--- src/rtl/uart_pkg.sv ---
// uart_pkg: shared UART state encoding, parity constants and baud helper
package uart_pkg;
  typedef enum logic [2:0] {
    ST_IDLE,
    ST_START,
    ST_DATA,
    ST_PARITY,
    ST_STOP,
    ST_WAIT_HIGH
  } uart_state_e;
  localparam int PARITY_NONE = 0;
  localparam int PARITY_ODD  = 1;
  localparam int PARITY_EVEN = 2;
  function automatic int clks_per_bit(input int clk_freq, input int baud);
    return (clk_freq + baud / 2) / baud;
  endfunction
endpackage

--- src/rtl/uart_baud_cnt.sv ---
// uart_baud_cnt: bit-period down counter with full and half reload, ticks one cycle before expiry
module uart_baud_cnt #(
  parameter int CLKS_PER_BIT = 434
) (
  input  logic clk,
  input  logic rst,
  input  logic load,
  input  logic half,
  output logic tick
);
  localparam int W = $clog2(CLKS_PER_BIT + 1);
  logic [W-1:0] cnt;
  always_ff @(posedge clk or posedge rst)
    if (rst) cnt <= '0;
    else if (half) cnt <= W'(CLKS_PER_BIT / 2);
    else if (load) cnt <= W'(CLKS_PER_BIT);
    else if (cnt != '0) cnt <= cnt - 1'b1;
  assign tick = cnt == W'(1);
endmodule

--- src/rtl/uart_rx_param.sv ---
// uart_rx_param: parameterised UART receiver with one-deep holding register and error flags
module uart_rx_param
  import uart_pkg::*;
#(
  parameter int CLK_FREQ  = 50_000_000,
  parameter int BAUD      = 115200,
  parameter int DATA_BITS = 8,
  parameter int PARITY    = PARITY_NONE,
  parameter int STOP_BITS = 1
) (
  input  logic                 clk,
  input  logic                 rst,
  input  logic                 rxd,
  output logic [DATA_BITS-1:0] rx_data,
  output logic                 rx_valid,
  input  logic                 rx_ready,
  output logic                 frame_err,
  output logic                 parity_err,
  output logic                 overrun_err,
  output logic                 busy
);
  localparam int CLKS_PER_BIT = clks_per_bit(CLK_FREQ, BAUD);
  localparam bit HAS_PAR = PARITY != PARITY_NONE;
  if (DATA_BITS < 5 || DATA_BITS > 9) begin : g_bad_data
    $error("uart_rx_param: DATA_BITS must be 5..9");
  end
  if (PARITY < PARITY_NONE || PARITY > PARITY_EVEN) begin : g_bad_parity
    $error("uart_rx_param: PARITY must be 0, 1 or 2");
  end
  if (STOP_BITS < 1 || STOP_BITS > 2) begin : g_bad_stop
    $error("uart_rx_param: STOP_BITS must be 1 or 2");
  end
  if (CLKS_PER_BIT < 4) begin : g_bad_baud
    $error("uart_rx_param: CLK_FREQ/BAUD too small");
  end
  uart_state_e state, nxt;
  logic rx_m, rx_s, rx_prev;
  logic tick, start_det, last_data, last_stop, frame_done, par_exp;
  logic ferr_acc, perr_acc;
  logic [3:0] bit_idx;
  logic [DATA_BITS-1:0] shreg;
  always_ff @(posedge clk or posedge rst)
    if (rst) {rx_m, rx_s, rx_prev} <= 3'b110;
    else {rx_m, rx_s, rx_prev} <= {rxd, rx_m, rx_s};
  assign start_det  = state == ST_IDLE && !rx_s && rx_prev;
  assign last_data  = bit_idx == 4'(DATA_BITS - 1);
  assign last_stop  = bit_idx == 4'(STOP_BITS - 1);
  assign frame_done = state == ST_STOP && tick && last_stop;
  assign par_exp    = ^shreg ^ (PARITY == PARITY_ODD);
  uart_baud_cnt #(.CLKS_PER_BIT(CLKS_PER_BIT)) u_baud (
    .clk (clk),
    .rst (rst),
    .load(tick && nxt != ST_IDLE && nxt != ST_WAIT_HIGH),
    .half(start_det),
    .tick(tick)
  );
  always_ff @(posedge clk or posedge rst)
    if (rst) state <= ST_IDLE;
    else state <= nxt;
  always_comb begin
    nxt = state;
    case (state)
      ST_IDLE:      nxt = start_det ? ST_START : ST_IDLE;
      ST_START:     if (tick) nxt = rx_s ? ST_IDLE : ST_DATA;
      ST_DATA:      if (tick && last_data) nxt = HAS_PAR ? ST_PARITY : ST_STOP;
      ST_PARITY:    if (tick) nxt = ST_STOP;
      ST_STOP:      if (frame_done) nxt = (ferr_acc || !rx_s) ? ST_WAIT_HIGH : ST_IDLE;
      ST_WAIT_HIGH: if (rx_s) nxt = ST_IDLE;
      default:      nxt = ST_IDLE;
    endcase
  end
  always_comb busy = state != ST_IDLE;
  always_ff @(posedge clk or posedge rst)
    if (rst) begin
      shreg    <= '0;
      bit_idx  <= '0;
      ferr_acc <= 1'b0;
      perr_acc <= 1'b0;
    end else if (state == ST_IDLE) begin
      bit_idx  <= '0;
      ferr_acc <= 1'b0;
      perr_acc <= 1'b0;
    end else if (tick) begin
      if (state == ST_DATA) begin
        shreg   <= {rx_s, shreg[DATA_BITS-1:1]};
        bit_idx <= last_data ? '0 : bit_idx + 1'b1;
      end
      if (state == ST_PARITY) perr_acc <= rx_s != par_exp;
      if (state == ST_STOP) begin
        bit_idx  <= bit_idx + 1'b1;
        ferr_acc <= ferr_acc | ~rx_s;
      end
    end
  always_ff @(posedge clk or posedge rst)
    if (rst) begin
      rx_data     <= '0;
      rx_valid    <= 1'b0;
      frame_err   <= 1'b0;
      parity_err  <= 1'b0;
      overrun_err <= 1'b0;
    end else begin
      overrun_err <= 1'b0;
      if (frame_done && (!rx_valid || rx_ready)) begin
        rx_data    <= shreg;
        frame_err  <= ferr_acc | ~rx_s;
        parity_err <= perr_acc;
        rx_valid   <= 1'b1;
      end else if (frame_done) overrun_err <= 1'b1;
      else if (rx_ready) rx_valid <= 1'b0;
    end
endmodule

--- config.mk ---
export PLATFORM = sky130hd
export DESIGN_NAME = uart_rx_param
export DESIGN_NICKNAME = d
export VERILOG_FILES = /design/src/rtl/uart_pkg.sv /design/src/rtl/uart_baud_cnt.sv /design/src/rtl/uart_rx_param.sv
export SDC_FILE = /design/constraint.sdc
export NUM_CORES = 1
export LEC_CHECK = 0
export CAP_MARGIN = 20
export CORE_ASPECT_RATIO = 0.6
export CORE_UTILIZATION = 40
export CTS_BUF_LIST = sky130_fd_sc_hd__clkbuf_2 sky130_fd_sc_hd__clkbuf_4 sky130_fd_sc_hd__clkbuf_8
export DETAILED_ROUTE_END_ITERATION = 7
export PLACE_DENSITY = 0.69
export RECOVER_POWER = 25
export SLEW_MARGIN = 15
export SYNTH_ARGS = -nofsm -noshare
export SYNTH_HDL_FRONTEND = slang
export SYNTH_SLANG_ARGS = --single-unit
--- constraint.sdc ---
create_clock -name clk -period 5.1 [get_ports clk]
set_input_delay 1.02 -clock clk [delete_from_list [all_inputs] [get_ports clk]]
set_output_delay 1.02 -clock clk [all_outputs]
set_load 0.02 [all_outputs]
==> out/summary.txt <==
Status: complete, but fails checks
Violated checks: max-capacitance violations, max-slew violations
GRT overflow: 0
Post-route cell area: 0.00236 sq mm
Number of iterations in the first detailed-routing pass: 6
CTS sink count: 41
Max_cap viols: 1
Peak VDD IR: 0.213 mV
Register clock-pin slew on the reported worst setup and hold paths: 70 ps
Worst Tran Pin Value: 2190 ps
EDFF count, synth: 0
ANT nets after route: 0
Slew headroom: -46.3%
Count of final hold-check violations: 0
Routed vias: 1343
Hold endpoint: rx_s$_DFF_PP1_
Initial antenna violation count: 0
First-pass GRT wire length: 6240 microns
RSZ-0062 raised after global routing: false
Post-CTS Hold Buffers: 0
Final Max Tran Viols: 42
Core region area: 0.00475 sq mm
CTS max path bufs: 2
Most frequent cells after synthesis: dfrtp_1 (39), mux2_2 (17), nand2_1 (15)
Layout cells sized above 1: 15.8%
Resize count post-CTS: 0
Reg2Reg Depth: 7
R2r startpoint: u_baud.cnt[1]$_DFFE_PP0P_
Dominant cell type by area after synthesis: dfrtp_1
PortBufs: 16
Most common cell in the netlist: dfrtp_1
Post-CTS Setup Inserts: 0
Drt first-iter violations: 69
WHS Path Cells: 0
Sequential area share after synthesis: 50.0%
Post-Syn Area: 0.00206 sq mm
Critical path class: in2async
Setup TNS: 0 ps
Register area: 0.00103 sq mm
IO Pins: 17
Post-synthesis cell type count: 44
Data arrival, critical path: 3180 ps
FMAX: 310 MHz
Dpl ws: 2200 ps
Worst Hold Class: reg2reg
Vias in the first global route: 1235
Clock Skews: 5.63 ps
Synth Warn #: 0
Synth top area share: 47.5%
FP Rows: 19
Final #Nets: 212
Final total power: 0.823 mW
Post-Syn Nets: 194
Final setup violation count: 0
Synth Flop Type: dfrtp_1
Gpl congestion: 0.850
CP max FO: 41
P_leak: 1.02 nW
Dominant cells by area after synthesis: dfrtp_1 (47%), mux2_2 (9.3%), xnor2_1 (3.8%)
Post-Syn Area per Cell: 11.1 sq um
CTS root buf: clkbuf_8
Avg Vias per Cell: 5.05
CTS tree: built
Initial Util: 43.2%
Post-Synthesis Cells: 185
Minimum clock period: 3230 ps
Critical path launch point type: input port
Detailed Place HPWL: 2520 microns
Die area: 0.00544 sq mm
DRC Markers: 0
Worst-Skew Late Latency: 290 ps
Setup crit end kind: async pin
Async SR Flop Fraction: 100%
Final period utilization: 63.3%
Cell Area, Placed: 0.00228 sq mm
Die X: 94.6 microns
Htree depth: 2
Total GRT Usage: 15.4%
Ant. Diodes: 0
Die height: 57.5 microns
Flop-to-flop setup slack: 2290 ps
# fillers: 430
PD cells: 348 mW/mm^2
Synth Register Bits: 41
Multi-input logic area: 973 sq um
WP data required: 5050 ps
Largest net degree at the start of global routing: 42
Num CTS Buffers: 5
Worst reg2reg endpoint: rx_data[2]$_DFFE_PP0P_
Per-cell routed wire length: 13.7 microns
Worst Hold Launch: rx_m$_DFF_PP1_
Final wirelength: 3660 microns
P&R area growth vs syn: 15.0%
Final worst slack: 1870 ps
[routing by layer]
| metal | track usage (%) | vias to the layer above | wire length, microns |
|---|---|---|---|
| li1 | - | 681 | - |
| met2 | 18.6 | 27 | 1330 |
| met4 | 6.49 | 0 | 42 |
| met1 | 25.1 | 630 | 2120 |
| met3 | 3.60 | 5 | 163 |
| met5 | 0 | - | 0 |
[worst max-delay path: stages]
cell	delay, ps
dlygate4sd3_1	530
inv_1	50
clkbuf_1	1560
[cell families after synthesis]
kind of cell | after synthesis | synth area share, %
fa+ha+maj | 5 | 3.04
mux | 18 | 9.80
buf+inv | 14 | 2.62
xor+xnor | 15 | 6.39
flops | 41 | 50.0
simple gates | 62 | 17.4
compound gates | 30 | 10.7
[sequential cells by signal, summed over array words and instances (netlist names), 3 cells and up]
| register | flops |
|---|---|
| bit_idx | 4 |
| rx_data | 8 |
| shreg | 8 |
| state | 3 |
| u_baud.cnt | 9 |
[cell type report]
type / count / area share, %
repair buffers: 17 / 6.93
inverters: 8 / 1.27
clock buffers: 7 / 3.81
multi-input cells: 130 / 41.2
flip-flops and latches: 41 / 43.5
well taps: 63 / 3.33
[power breakdown]
| part | internal [mW] | leakage, nW | total (mW) | switching (mW) |
|---|---|---|---|---|
| clock | 0.113 | 0.0477 | 0.218 | 0.105 |
| combinational | 0.0870 | 0.438 | 0.178 | 0.0915 |
| sequential | 0.365 | 0.532 | 0.426 | 0.0617 |
| total | 0.564 | 1.02 | 0.823 | 0.258 |
[stage by stage]
stage / util, % / hold WS, ps / instances
2_1_floorplan: - / 345 / 185
3_3_place_gp: 47.9 / 347 / 259
3_5_place_dp: 47.9 / 350 / 259
4_1_cts: 49.8 / 362 / 266
5_1_grt: 49.7 / 375 / 266
6_report: 49.7 / 366 / 266
[worst max path at each step]
| stage | from | endpoint | slack (ps) | depth (start not counted) |
|---|---|---|---|---|
| floorplan | state[0]$_DFF_PP0_ | busy | 2930 | 3 |
| global placement | rx_ready | parity_err$_DFFE_PP0P_ | 2210 | 4 |
| detailed placement | rx_ready | rx_data[5]$_DFFE_PP0P_ | 2200 | 4 |
| CTS | state[0]$_DFF_PP0_ | busy | 2040 | 3 |
| global route | rst | state[1]$_DFF_PP0_ | 1360 | 3 |
| finish | rst | bit_idx[3]$_DFFE_PP0P_ | 1870 | 3 |
[cell usage in the layout, fill, tap and decap left out, types with 2 or more instances in the layout]
| master | count |
|---|---|
| a21o_1 | 2 |
| a21oi_1 | 5 |
| a31o_1 | 2 |
| a31oi_1 | 2 |
| and2_1 | 3 |
| clkbuf_8 | 6 |
| clkdlybuf4s50_1 | 14 |
| dfrtp_1 | 39 |
| dlygate4sd3_1 | 2 |
| ha_1 | 5 |
| inv_1 | 8 |
| mux2_2 | 17 |
| nand2_1 | 15 |
| nand2b_1 | 3 |
| nand3_1 | 5 |
| nand3b_1 | 2 |
| nor2_1 | 10 |
| nor2b_1 | 6 |
| nor3_1 | 4 |
| nor3b_1 | 3 |
| o2111ai_1 | 2 |
| o21ai_0 | 8 |
| o31ai_1 | 2 |
| xnor2_1 | 9 |
| xor2_1 | 6 |
No activity file was read; power rests on OpenSTA's default activity.
